===== src/rtl/axi_nsaid_tagger.sv =====
// -----------------------------------------------------------------------------
// axi_nsaid_pkg / axi_nsaid_tagger
//
// Purpose:
//   Stamps the 4-bit non-secure agent ID (NSAID) on every AW and AR request
//   before it reaches the IOPMP checker. AW and AR each pass through a
//   one-entry register slice. Outstanding writes and reads are counted from
//   the slave-side handshake, so slice occupancy is included. A request that
//   carries a different NSAID from the one already in flight is held off
//   until all outstanding traffic has completed.
//
// Ports:
//   clk_i           clock
//   rst_i           synchronous active-high reset
//   nsaid_i         NSAID for new requests (quasi-static configuration)
//   slv_req_i       request from the upstream master
//   slv_resp_o      response to the upstream master
//   mst_req_o       NSAID-tagged request to the IOPMP
//   mst_resp_i      response from the IOPMP
//   nsaid_active_o  NSAID that owns the in-flight transactions
//   busy_o          any write or read outstanding
//   protocol_err_o  one-cycle pulse on a B/R-last with nothing outstanding
// -----------------------------------------------------------------------------
package axi_nsaid_pkg;

    typedef logic [3:0]  nsaid_t;
    typedef logic [3:0]  id_t;
    typedef logic [31:0] addr_t;
    typedef logic [31:0] data_t;
    typedef logic [3:0]  strb_t;

    typedef struct packed {
        id_t        id;
        addr_t      addr;
        logic [7:0] len;
        logic [2:0] size;
        logic [1:0] burst;
    } ax_chan_t;

    typedef struct packed {
        id_t        id;
        addr_t      addr;
        logic [7:0] len;
        logic [2:0] size;
        logic [1:0] burst;
        nsaid_t     nsaid;
    } ax_nsaid_chan_t;

    typedef struct packed {
        data_t data;
        strb_t strb;
        logic  last;
    } w_chan_t;

    typedef struct packed {
        id_t        id;
        logic [1:0] resp;
    } b_chan_t;

    typedef struct packed {
        id_t        id;
        data_t      data;
        logic [1:0] resp;
        logic       last;
    } r_chan_t;

    typedef struct packed {
        ax_chan_t aw;
        logic     aw_valid;
        w_chan_t  w;
        logic     w_valid;
        logic     b_ready;
        ax_chan_t ar;
        logic     ar_valid;
        logic     r_ready;
    } req_t;

    typedef struct packed {
        ax_nsaid_chan_t aw;
        logic           aw_valid;
        w_chan_t        w;
        logic           w_valid;
        logic           b_ready;
        ax_nsaid_chan_t ar;
        logic           ar_valid;
        logic           r_ready;
    } req_nsaid_t;

    typedef struct packed {
        logic    aw_ready;
        logic    ar_ready;
        logic    w_ready;
        b_chan_t b;
        logic    b_valid;
        r_chan_t r;
        logic    r_valid;
    } resp_t;

    // Copy an address-channel beat and attach the NSAID.
    function automatic ax_nsaid_chan_t stamp_nsaid(input ax_chan_t ax, input nsaid_t nsaid);
        ax_nsaid_chan_t res;
        res.id    = ax.id;
        res.addr  = ax.addr;
        res.len   = ax.len;
        res.size  = ax.size;
        res.burst = ax.burst;
        res.nsaid = nsaid;
        return res;
    endfunction

endpackage

module axi_nsaid_tagger
    import axi_nsaid_pkg::*;
#(
    parameter  int unsigned MaxTxns  = 8,
    localparam int unsigned CntWidth = $clog2(MaxTxns + 1)
) (
    input  logic       clk_i,
    input  logic       rst_i,
    input  nsaid_t     nsaid_i,
    input  req_t       slv_req_i,
    output resp_t      slv_resp_o,
    output req_nsaid_t mst_req_o,
    input  resp_t      mst_resp_i,
    output logic [3:0] nsaid_active_o,
    output logic       busy_o,
    output logic       protocol_err_o
);

    localparam logic [CntWidth-1:0] MaxCnt = CntWidth'(MaxTxns);

    typedef logic [CntWidth-1:0] cnt_t;

    // Outstanding-counter update. Simultaneous +1/-1 leaves the count alone;
    // a -1 at zero saturates and is flagged by the caller.
    function automatic cnt_t cnt_next(input cnt_t cnt, input logic inc, input logic dec);
        cnt_t res;
        res = cnt;
        if (inc && !dec) begin
            res = cnt + CntWidth'(1);
        end else if (dec && !inc && (cnt != '0)) begin
            res = cnt - CntWidth'(1);
        end else begin
            res = cnt;
        end
        return res;
    endfunction

    ax_nsaid_chan_t aw_q_r, ar_q_r;
    logic           aw_full_r, ar_full_r;
    cnt_t           wr_cnt_r, rd_cnt_r;
    nsaid_t         nsaid_active_r;
    logic           protocol_err_r;

    logic same_id_s, idle_s, admit_aw_s, admit_ar_s;
    logic slv_aw_ready_s, slv_ar_ready_s;
    logic aw_hs_s, ar_hs_s, aw_drain_s, ar_drain_s;
    logic wr_dec_s, rd_dec_s, uflow_s;

    // Admission: a new NSAID may only take over once nothing is outstanding.
    always_comb begin
        same_id_s      = (nsaid_i == nsaid_active_r);
        idle_s         = (wr_cnt_r == '0) && (rd_cnt_r == '0);
        admit_aw_s     = (wr_cnt_r < MaxCnt) && (same_id_s || idle_s);
        admit_ar_s     = (rd_cnt_r < MaxCnt) && (same_id_s || idle_s);
        // Ready may follow mst ready so the slice refills while it drains.
        slv_aw_ready_s = admit_aw_s && (!aw_full_r || mst_resp_i.aw_ready);
        slv_ar_ready_s = admit_ar_s && (!ar_full_r || mst_resp_i.ar_ready);
        aw_hs_s        = slv_req_i.aw_valid && slv_aw_ready_s;
        ar_hs_s        = slv_req_i.ar_valid && slv_ar_ready_s;
        aw_drain_s     = aw_full_r && mst_resp_i.aw_ready;
        ar_drain_s     = ar_full_r && mst_resp_i.ar_ready;
        wr_dec_s       = mst_resp_i.b_valid && slv_req_i.b_ready;
        rd_dec_s       = mst_resp_i.r_valid && slv_req_i.r_ready && mst_resp_i.r.last;
        uflow_s        = (wr_dec_s && (wr_cnt_r == '0)) || (rd_dec_s && (rd_cnt_r == '0));
    end

    // AW/AR slices, outstanding counters, active NSAID and error pulse.
    always_ff @(posedge clk_i) begin
        if (rst_i) begin
            aw_q_r         <= '0;
            ar_q_r         <= '0;
            aw_full_r      <= 1'b0;
            ar_full_r      <= 1'b0;
            wr_cnt_r       <= '0;
            rd_cnt_r       <= '0;
            nsaid_active_r <= 4'h0;
            protocol_err_r <= 1'b0;
        end else begin
            if (aw_hs_s) begin
                aw_q_r    <= stamp_nsaid(slv_req_i.aw, nsaid_i);
                aw_full_r <= 1'b1;
            end else if (aw_drain_s) begin
                aw_full_r <= 1'b0;
            end
            if (ar_hs_s) begin
                ar_q_r    <= stamp_nsaid(slv_req_i.ar, nsaid_i);
                ar_full_r <= 1'b1;
            end else if (ar_drain_s) begin
                ar_full_r <= 1'b0;
            end
            if (aw_hs_s || ar_hs_s) begin
                nsaid_active_r <= nsaid_i;
            end
            wr_cnt_r       <= cnt_next(wr_cnt_r, aw_hs_s, wr_dec_s);
            rd_cnt_r       <= cnt_next(rd_cnt_r, ar_hs_s, rd_dec_s);
            protocol_err_r <= uflow_s;
        end
    end

    // Output assembly: AW/AR come from the slices, W/B/R pass straight through.
    always_comb begin
        mst_req_o          = '0;
        mst_req_o.aw       = aw_q_r;
        mst_req_o.aw_valid = aw_full_r;
        mst_req_o.ar       = ar_q_r;
        mst_req_o.ar_valid = ar_full_r;
        mst_req_o.w        = slv_req_i.w;
        mst_req_o.w_valid  = slv_req_i.w_valid;
        mst_req_o.b_ready  = slv_req_i.b_ready;
        mst_req_o.r_ready  = slv_req_i.r_ready;

        slv_resp_o          = '0;
        slv_resp_o.aw_ready = slv_aw_ready_s;
        slv_resp_o.ar_ready = slv_ar_ready_s;
        slv_resp_o.w_ready  = mst_resp_i.w_ready;
        slv_resp_o.b        = mst_resp_i.b;
        slv_resp_o.b_valid  = mst_resp_i.b_valid;
        slv_resp_o.r        = mst_resp_i.r;
        slv_resp_o.r_valid  = mst_resp_i.r_valid;

        nsaid_active_o = nsaid_active_r;
        busy_o         = (wr_cnt_r != '0) || (rd_cnt_r != '0);
        protocol_err_o = protocol_err_r;
    end

endmodule


===== config.mk =====
export PLATFORM = sky130hd
export DESIGN_NAME = axi_nsaid_tagger
export DESIGN_NICKNAME = d
export VERILOG_FILES = /design/src/rtl/axi_nsaid_tagger.sv
export SDC_FILE = /design/constraint.sdc
export NUM_CORES = 1
export LEC_CHECK = 0
export ABC_AREA = 1
export CAP_MARGIN = 5
export CORE_AREA = 2 2 156 158
export CTS_CLUSTER_SIZE = 20
export DETAILED_ROUTE_END_ITERATION = 7
export DIE_AREA = 0 0 158 160
export PLACE_DENSITY_LB_ADDON = 0.15
export SETUP_SLACK_MARGIN = 0.02
export SYNTH_ARGS = -nofsm -noshare
export SYNTH_HDL_FRONTEND = slang
export SYNTH_SLANG_ARGS = --single-unit

===== constraint.sdc =====
create_clock -name clk_i -period 2 [get_ports clk_i]
set_input_delay 0.4 -clock clk_i [delete_from_list [all_inputs] [get_ports clk_i]]
set_output_delay 0.4 -clock clk_i [all_outputs]
set_load 0.005 [all_outputs]

==> results.py, run 1 <==
metrics = {
    "global_route": {
        "grt.busiest_layer": "met2",
        "grt_pass1_wl_mm": 28.5,
        "grt_usage_pct": 14.5,
        "grt_use_met1_pct": 18.0,
        "grtUsageMet3_pct": 5.24,
        "grt_max_degree": 69,
        "first_global_vias": 4970,
        "grt_overflow": 0,
        "antenna_found_initial": 0,
        "met2_usage_pct": 23.8,
    },
    "min_path": {
        "hold_path_class": "input pin to register",
        "min_from": "rst_i",
    },
    "timing": {
        "finalWorstSetupSlack_ps": -19.0,
        "slew_violations": 0,
        "setup_tns_ps": -19.0,
        "relSlewSlack_pct": 58.7,
        "fin_crit_sh_pct": 101,
        "fmax_mhz": 495,
        "hold_violations": 0,
        "whs_ps": 304,
        "fin_skew_ps": 11.0,
        "setup_viol": 1,
        "tightest_slew_ps": 619,
        "finalCriticalPeriod_ps": 2020,
        "rsz0062_at_grt": "yes",
    },
    "pwr": {
        "p_switching_mw": 4.73,
        "combPwrFrac_pct": 49.3,
        "p_leak_nw": 3.05,
        "peakVddDrop_uv": 651,
        "seqPwrFrac_pct": 27.5,
        "internal-power_mw": 7.85,
        "total_power_mw": 12.6,
        "p_sw_share_pct": 37.6,
        "pwr_density_cell_nw_per_um2": 1500,
        "clkPwrFrac_pct": 23.2,
    },
    "detailed_routing": {
        "wl_mm": 18.9,
        "wl_per_cell_um": 15.7,
        "viasPerCell": 4.25,
        "postRouteAntennaNets": 0,
        "drc": 0,
        "num_vias": 5108,
        "drt-pass1-iter-count": 6,
        "drtIter0Drc": 280,
    },
    "setup_path": {
        "startpoint": "wr_cnt_r[2]$_SDFFE_PP0P_",
        "cp_slowest_cell": "dfxtp_1",
        "reg2reg_depth": 13,
        "crit_end": "rd_cnt_r[3]$_SDFFE_PP0P_",
        "path_cells": "nor3_4, nand2_4, nand2_4, nand4_1, ha_1, nand2_1, nand2_1, a31oi_2, inv_1, nand2_2, nand3_2, nand2_2, nor2_2",
        "critPathKind": "register to register",
        "worstReg2RegStart": "wr_cnt_r[2]$_SDFFE_PP0P_",
        "cp-start-kind": "register",
        "cp.depth": 13,
        "rr_endpoint": "rd_cnt_r[3]$_SDFFE_PP0P_",
        "slowest_delay_ps": 380,
        "critPathTopFamily": "simple AND/OR/NAND/NOR gates",
        "arrival_ps": 2320,
        "cp-end-kind": "register",
        "cp.required_ps": 2300,
        "cp.buffers_inverters": 1,
        "reg2reg_slack_ps": -20,
        "worst-path-max-fanout": 3,
    },
    "floorplan": {
        "die_h_um": 160,
        "die_x_um": 158,
        "fp-row-count": 57,
        "die-area_um2": 25300,
        "pin_count": 400,
        "core_area_um2": 23800,
        "start_util_pct": 23.3,
    },
    "final_layout": {
        "area_growth_pct": 51.1,
        "drive_gt1_share_pct": 15.7,
        "nets": 1068,
        "num_antenna_cells": 0,
        "fin_area_um2": 8380,
        "fillers": 2530,
    },
    "place": {
        "dpl_worst_slack_ps": -686,
        "place_area_um2": 7660,
        "port_buffers": 233,
        "place_hpwl_mm": 12.9,
        "gp_congestion": 0.733,
    },
    "cts": {
        "clk_latency_ps": 410,
        "cts_hold_buf": 0,
        "clock-sinks": 121,
        "tritoncts": "done",
        "cts_root_buf": "clkbuf_16",
        "cts_buffer_depth": 2,
        "clk_pin_slew_ps": 60,
        "cts_buffers": 17,
        "cts-htree-levels": 4,
    },
    "synth": {
        "synth_nets": 897,
        "synth_edf_count": 0,
        "ys_ff_latch": 121,
        "synth_area_per_cell_um2": 7.98,
        "ys.flop_type": "dfxtp_1",
        "ys_types": 26,
        "yosysTopAreaCellShare_pct": 43.7,
        "syn-cell-area_um2": 5550,
        "yosys_warnings": 0,
        "yosysSeqAreaShare_pct": 43.7,
        "async_flop_share_pct": 0,
        "synth_most_common_cell": "nand2_1",
        "yosysTopAreaCell": "dfxtp_1",
        "syn_inst": 695,
        "synth_area_leaders": "dfxtp_1 44%, buf_4 14%, a21oi_1 11%",
        "synthTopCellsByCount": "137 x nand2_1, 121 x dfxtp_1, 117 x a21oi_1",
    },
    "run_status": {
        "violations": "setup timing",
        "status": "finished with violations",
    },
    "run": {
        "drv_cap": 0,
    },
}
kinds of logic (layout without fill, tap and decap cells):
kind of cell	count (synthesis)	count (layout)	synth area share, %
AOI/OAI and AO/OA	131	131	12.4
xor gates and xnor gates	2	2	0.316
adders and majority gates	6	6	1.62
buffers and inverters	158	342	19.7
DFF	121	121	43.7
and+or+nand+nor	277	277	22.4
worst reg2reg max path: stages (launching register included):
cell,delay [ps]
dfxtp_1,380
nor3_4,250
nand2_4,90
nand2_4,70
nand4_1,130
ha_1,370
nand2_1,80
nand2_1,60
a31oi_2,190
inv_1,70
nand2_2,80
nand3_2,60
nand2_2,60
nor2_2,40
cell usage in the layout (no fill, tap or decap), types with 3 or more instances in the layout:
| master | count |
|---|---|
| clkdlybuf4s50_1 | 223 |
| nand2_1 | 128 |
| a21oi_1 | 115 |
| dfxtp_1 | 115 |
| nand3_1 | 108 |
| buf_4 | 52 |
| clkbuf_16 | 17 |
| inv_1 | 16 |
| nor2_1 | 15 |
| nand2_2 | 11 |
| buf_6 | 7 |
| o21ai_1 | 6 |
| clkinv_2 | 5 |
| dfxtp_2 | 5 |
| inv_2 | 4 |
| nand3_2 | 4 |
| o21ai_0 | 4 |
| clkinv_4 | 4 |
| nor2_2 | 3 |
| nand2_4 | 3 |
| nand4_1 | 3 |
| inv_6 | 3 |
| dlygate4sd2_1 | 3 |
routing by layer:
layer	up-vias	share of wire (%)
li1	2562	-
met1	2344	44
met2	177	47
met3	25	8.0
met4	0	1.3
met5	-	0
layout make-up:
cell class                      count  area (um^2)  share of cell area [%]
Sequential cell                   121         2430                    29.0
Inverter                           20         75.1                   0.896
Tap cell                          324          405                    4.84
Multi-Input combinational cell    416         2140                    25.6
Timing Repair Buffer              290         2770                    33.1
Clock inverter                     14          124                    1.48
Clock buffer                       18          429                    5.12
power groups by stage:
stage | Combinational (mW) | Sequential [mW] | Clock [mW]
floorplan | 3.39 | 3.55 | 0
global placement | 5.85 | 3.48 | 0
detailed placement | 5.83 | 3.48 | 0
CTS | 5.93 | 3.45 | 3.04
global route | 6.85 | 3.55 | 3.14
finish | 6.20 | 3.46 | 2.92
sequential cells by signal, indices dropped and copies added, names as in the netlist:
signal / flops
ar_full_r: 1
aw_full_r: 1
mst_req_o: 106
nsaid_active_o: 4
protocol_err_o: 1
rd_cnt_r: 4
wr_cnt_r: 4
repair_timing:
action | CTS | global route
resized for setup | 19 | 40
setup endpoints to repair | 64 | 58
pin swaps | 7 | 18
setup buffers | 3 | 3
cloned | 0 | 0
hold endpoints to repair | 0 | 0
through the flow:
| step | cells | util, % |
|---|---|---|
| after detailed placement | 1165 | 32.1 |
| final | 1203 | 35.2 |
| after global placement | 1165 | 32.1 |
| after global routing | 1203 | 35.2 |
| after floorplan | 695 | - |
| after CTS | 1200 | 34.6 |
worst min-delay path by stage:
stage | endpoint | depth (start not counted)
final | mst_req_o[25]$_SDFFE_PP0P_ | 2
after global routing | mst_req_o[25]$_SDFFE_PP0P_ | 2
after CTS | mst_req_o[25]$_SDFFE_PP0P_ | 2
after detailed placement | mst_req_o[120]$_SDFFE_PP0P_ | 2
after global placement | mst_req_o[139]$_SDFFE_PP0P_ | 2
after floorplan | ar_full_r$_SDFFE_PP0P_ | 2
Note: power is estimated with default switching activity, not from simulation.
==> run 2, diff against run 1 <==
CORE_AREA = 2 2 154 156   (was 2 2 156 158)
DIE_AREA = 0 0 156 158   (was 0 0 158 160)
clock period = 1.9 ns   (was 2 ns; I/O delays follow)
==> results.py, run 2 (synthesized netlist as in run 1, its figures left out) <==
metrics = {
    "run_status": {
        "status": "finished with violations",
        "violations": "setup timing",
    },
    "min_path": {
        "hold_path_class": "input pin to register",
        "min_from": "rst_i",
    },
    "timing": {
        "fmax_mhz": 470,
        "slew_violations": 0,
        "finalCriticalPeriod_ps": 2130,
        "hold_violations": 0,
        "finalWorstSetupSlack_ps": -230,
        "setup_tns_ps": -2340,
        "rsz0062_at_grt": "yes",
        "fin_crit_sh_pct": 112,
        "tightest_slew_ps": 703,
        "relSlewSlack_pct": 53.1,
        "setup_viol": 48,
        "fin_skew_ps": 13.0,
    },
    "cts": {
        "cts_buffer_depth": 2,
        "clk_pin_slew_ps": 60,
        "cts_buffers": 17,
        "clock-sinks": 121,
        "tritoncts": "done",
        "cts_hold_buf": 0,
        "clk_latency_ps": 410,
        "cts-htree-levels": 4,
        "cts_root_buf": "clkbuf_16",
    },
    "detailed_routing": {
        "num_vias": 5186,
        "drt-pass1-iter-count": 4,
        "drtIter0Drc": 225,
        "drc": 0,
        "wl_mm": 19.9,
        "wl_per_cell_um": 16.8,
        "viasPerCell": 4.37,
        "postRouteAntennaNets": 0,
    },
    "setup_path": {
        "cp.required_ps": 1520,
        "worstReg2RegStart": "wr_cnt_r[3]$_SDFFE_PP0P_",
        "cp-start-kind": "register",
        "critPathKind": "register to output port",
        "worst-path-max-fanout": 3,
        "startpoint": "wr_cnt_r[3]$_SDFFE_PP0P_",
        "arrival_ps": 1750,
        "cp-end-kind": "output port",
    },
    "global_route": {
        "grt_pass1_wl_mm": 27.8,
        "grt_max_degree": 56,
        "first_global_vias": 4874,
        "antenna_found_initial": 0,
        "grt_usage_pct": 14.6,
        "grt_overflow": 0,
    },
    "place": {
        "dp_cells": 1132,
        "place_hpwl_mm": 12.5,
        "port_buffers": 233,
        "gp_congestion": 0.762,
    },
    "final_layout": {
        "nets": 1085,
        "drive_gt1_share_pct": 20.9,
        "layout.cells.non_filler": 1186,
        "final_common_cell": "clkdlybuf4s50_1",
        "num_antenna_cells": 0,
        "area_growth_pct": 61.0,
        "most-common-layout-cells": "223 x clkdlybuf4s50_1, 131 x nand2_1, 115 x dfxtp_1, 101 x a21oi_1, 87 x nand3_1",
        "fin_util_pct": 38.7,
        "fillers": 2383,
        "largest_reg_flops": 106,
    },
    "pwr": {
        "total_power_mw": 15.8,
        "p_leak_nw": 3.25,
        "peakVddDrop_uv": 756,
        "pwr_density_cell_nw_per_um2": 1770,
    },
    "floorplan": {
        "core_area_um2": 23100,
        "die_h_um": 158,
        "fp-row-count": 56,
        "die_x_um": 156,
        "pin_count": 400,
        "start_util_pct": 24.1,
        "die-area_um2": 24600,
    },
    "run": {
        "drv_cap": 0,
    },
}
[run 2: cell count changes in the layout (fill, tap and decap cells not counted), moves of 3 or more]
| cell | delta |
|---|---|
| nand3_1 | -21 |
| nand3_2 | +21 |
| a21oi_1 | -14 |
| a21oi_2 | +14 |
| buf_12 | +6 |
| nand2_2 | -6 |
| clkbuf_16 | +4 |
| clkinv_2 | -4 |
| clkinvlp_4 | +4 |
| nand2_1 | +3 |
[run 2: report_power, final]
group,internal [mW],total (mW),switching [mW]
clock,2.14,3.41,1.27
combinational,4.64,8.74,4.11
sequential,3.26,3.63,0.366
[run 2: area by class of cell]
type | count | area, um^2 | area share (%)
Timing Repair Buffer | 307 | 3110 | 34.8
Sequential cell | 121 | 2430 | 27.2
Multi-Input combinational cell | 416 | 2330 | 26.1
Clock buffer | 19 | 453 | 5.07
Tap cell | 290 | 363 | 4.06
Clock inverter | 13 | 168 | 1.88
Inverter | 20 | 75.1 | 0.840
[run 2: timing repair]
action / in CTS / in global routing
buffers inserted: 9 / 6
pin swaps: 18 / 13
gates resized for setup: 27 / 85
endpoints found under the setup margin: 98 / 100
cloned: 1 / 7
[run 2: layer usage]
metal  vias to the layer above  GRT usage [%]  wire length (um)
li1                       2597              -                 -
met1                      2377           17.6              8690
met2                       176           23.4              9250
met3                        36           5.69              1480
met4                         0           5.99               459
met5                         -              0                 0
[run 2: worst paths after layout]
kind,slack (ps),endpoint,cells past startpoint
hold / removal,180,rd_cnt_r[2]$_SDFFE_PP0P_,2
setup / recovery,-230,slv_resp_o[48],9
hold reg to reg,460,mst_req_o[139]$_SDFFE_PP0P_,2
setup reg to reg,-180,rd_cnt_r[2]$_SDFFE_PP0P_,13
[run 2: critical path, stage by stage (launching register included)]
cell	delay, ps
dfxtp_2	320
inv_1	60
nand2_2	60
nor3_4	170
nand2_4	80
buf_12	140
buf_6	110
buf_6	100
a21boi_4	170
buf_6	120
[run 2: per-stage QoR]
stage | cell area, um^2 | hold slack, ps | setup WS [ps]
5_1_grt | 8930 | 172 | -321
2_1_floorplan | 5550 | 457 | -167
3_5_place_dp | 7650 | 454 | -785
3_3_place_gp | 7650 | 452 | -725
4_1_cts | 8390 | 164 | -209
6_report | 8930 | 181 | -230
==> run 3, diff against run 2 <==
CORE_AREA = 2 2 156 158   (was 2 2 154 156)
CTS_BUF_LIST = sky130_fd_sc_hd__clkbuf_4 sky130_fd_sc_hd__clkbuf_8   (was default)
DIE_AREA = 0 0 158 160   (was 0 0 156 158)
HOLD_SLACK_MARGIN = 0.02   (was default)
==> results.py, run 3 (synthesized netlist as in run 1, its figures left out) <==
metrics = {
    "final_layout": {
        "fin_area_um2": 8220,
        "nets": 1074,
        "num_antenna_cells": 0,
        "area_growth_pct": 48.3,
        "most-common-layout-cells": "218 x clkdlybuf4s50_1, 133 x nand2_1, 117 x a21oi_1, 115 x dfxtp_1, 110 x nand3_1",
        "drive_gt1_share_pct": 15.1,
        "fin_util_pct": 34.5,
        "final_common_cell": "clkdlybuf4s50_1",
        "largest_reg_flops": 106,
        "layout.cells.non_filler": 1209,
        "fillers": 2621,
    },
    "cts": {
        "cts_buffer_depth": 2,
        "cts_hold_buf": 0,
        "cts-htree-levels": 4,
        "cts_root_buf": "clkbuf_8",
        "clock-sinks": 121,
        "clk_latency_ps": 440,
        "tritoncts": "done",
        "clk_pin_slew_ps": 90,
        "cts_buffers": 17,
    },
    "global_route": {
        "grt_overflow": 0,
        "grt_usage_pct": 14.3,
        "grt_pass1_wl_mm": 28.1,
        "first_global_vias": 4887,
        "antenna_found_initial": 0,
        "grt_max_degree": 69,
    },
    "place": {
        "port_buffers": 233,
        "place_area_um2": 7670,
        "gp_congestion": 0.751,
        "place_hpwl_mm": 13.0,
        "dpl_worst_slack_ps": -774,
        "dp_cells": 1167,
    },
    "floorplan": {
        "die-area_um2": 25300,
        "fp-row-count": 57,
        "start_util_pct": 23.3,
        "die_h_um": 160,
        "die_x_um": 158,
        "pin_count": 400,
        "core_area_um2": 23800,
    },
    "detailed_routing": {
        "drt-pass1-iter-count": 4,
        "drc": 0,
        "num_vias": 5116,
        "postRouteAntennaNets": 0,
        "wl_mm": 18.7,
        "drtIter0Drc": 241,
        "wl_per_cell_um": 15.5,
        "viasPerCell": 4.23,
    },
    "timing": {
        "setup_tns_ps": -199,
        "rsz0062_at_grt": "yes",
        "setup_viol": 3,
        "whs_ps": 269,
        "fin_skew_ps": 18.6,
        "slew_violations": 0,
        "finalCriticalPeriod_ps": 1980,
        "relSlewSlack_pct": 65.9,
        "tightest_slew_ps": 511,
        "fmax_mhz": 506,
        "hold_violations": 0,
        "fin_crit_sh_pct": 104,
        "finalWorstSetupSlack_ps": -75.3,
    },
    "setup_path": {
        "cp-start-kind": "register",
        "critPathKind": "register to register",
        "crit_top_cell": "nand2_1",
        "worst-path-max-fanout": 4,
        "cp_slowest_cell": "ha_1",
        "slowest_delay_ps": 340,
        "reg2reg_depth": 15,
        "cp.required_ps": 2230,
        "cp-end-kind": "register",
        "path_cells": "inv_2, nand2_2, nor3_4, nand2_4, nand2_4, nand4_1, ha_1, nand2_1, nand2_1, a31oi_1, inv_1, nand2_1, nand3_1, nand2_1, nor2_1",
        "arrival_ps": 2300,
    },
    "pwr": {
        "p_leak_nw": 3.05,
        "total_power_mw": 12.4,
        "pwr_density_cell_nw_per_um2": 1510,
        "peakVddDrop_uv": 845,
    },
    "run_status": {
        "status": "finished with violations",
        "violations": "setup timing",
    },
    "run": {
        "drv_cap": 0,
    },
    "min_path": {
        "hold_path_class": "input pin to register",
        "min_delay_path_depth": 2,
    },
}
[run 3: changes by cell type in the layout (fill, tap and decap cells not counted), sizes merged]
cell	delta
buf	-7
clkbuf	-5
clkdlybuf4s50	-5
inv	+5
clkinvlp	-4
dlymetal6s2s	+4
bufinv	-1
clkinv	+1
dlygate4sd2	+1
[run 3: worst max-delay path, delay by kind of cell (launching register included)]
family / cells / cell delay [ps]
AOI/OAI and AO/OA: 1 / 170
adders and majority gates: 1 / 340
buffers and inverters: 2 / 110
DFF: 1 / 330
and+or+nand+nor: 11 / 930
[run 3: power by group]
group	internal (mW)	switching [mW]
clock network	1.22	1.20
logic	3.18	3.19
registers	3.26	0.367
[run 3: cell type report]
| class | count | area (um^2) | area share (%) |
|---|---|---|---|
| Timing Repair Buffer | 296 | 2840 | 34.5 |
| Inverter | 20 | 75.1 | 0.913 |
| Multi-Input combinational cell | 416 | 2070 | 25.2 |
| Tap cell | 324 | 405 | 4.93 |
| Sequential cell | 121 | 2430 | 29.6 |
| Clock inverter | 14 | 161 | 1.96 |
| Clock buffer | 18 | 241 | 2.94 |
[run 3: per-layer routing]
metal | global-route usage, % | part of all wire (%)
met5 | 0 | 0
met4 | 4.10 | 1.4
met3 | 4.75 | 7.4
met2 | 23.8 | 47
met1 | 17.5 | 44
[run 3: path summary, 6_finish.rpt]
path                                                   from                           to  slack [ps]
worst max-delay path               wr_cnt_r[0]$_SDFFE_PP0P_     wr_cnt_r[3]$_SDFFE_PP0P_         -80
worst max register to register     wr_cnt_r[0]$_SDFFE_PP0P_     wr_cnt_r[3]$_SDFFE_PP0P_         -80
worst min register to register  mst_req_o[140]$_SDFFE_PP0P_  mst_req_o[140]$_SDFFE_PP0P_         460
worst min-delay path                                  rst_i   mst_req_o[25]$_SDFFE_PP0P_         270
[run 3: what timing repair did]
item / in CTS / in global routing
pin swaps: 13 / 16
setup endpoints to repair: 116 / 118
gates resized for setup: 29 / 28
endpoints found under the hold margin: 0 / 0
setup buffers: 6 / 4
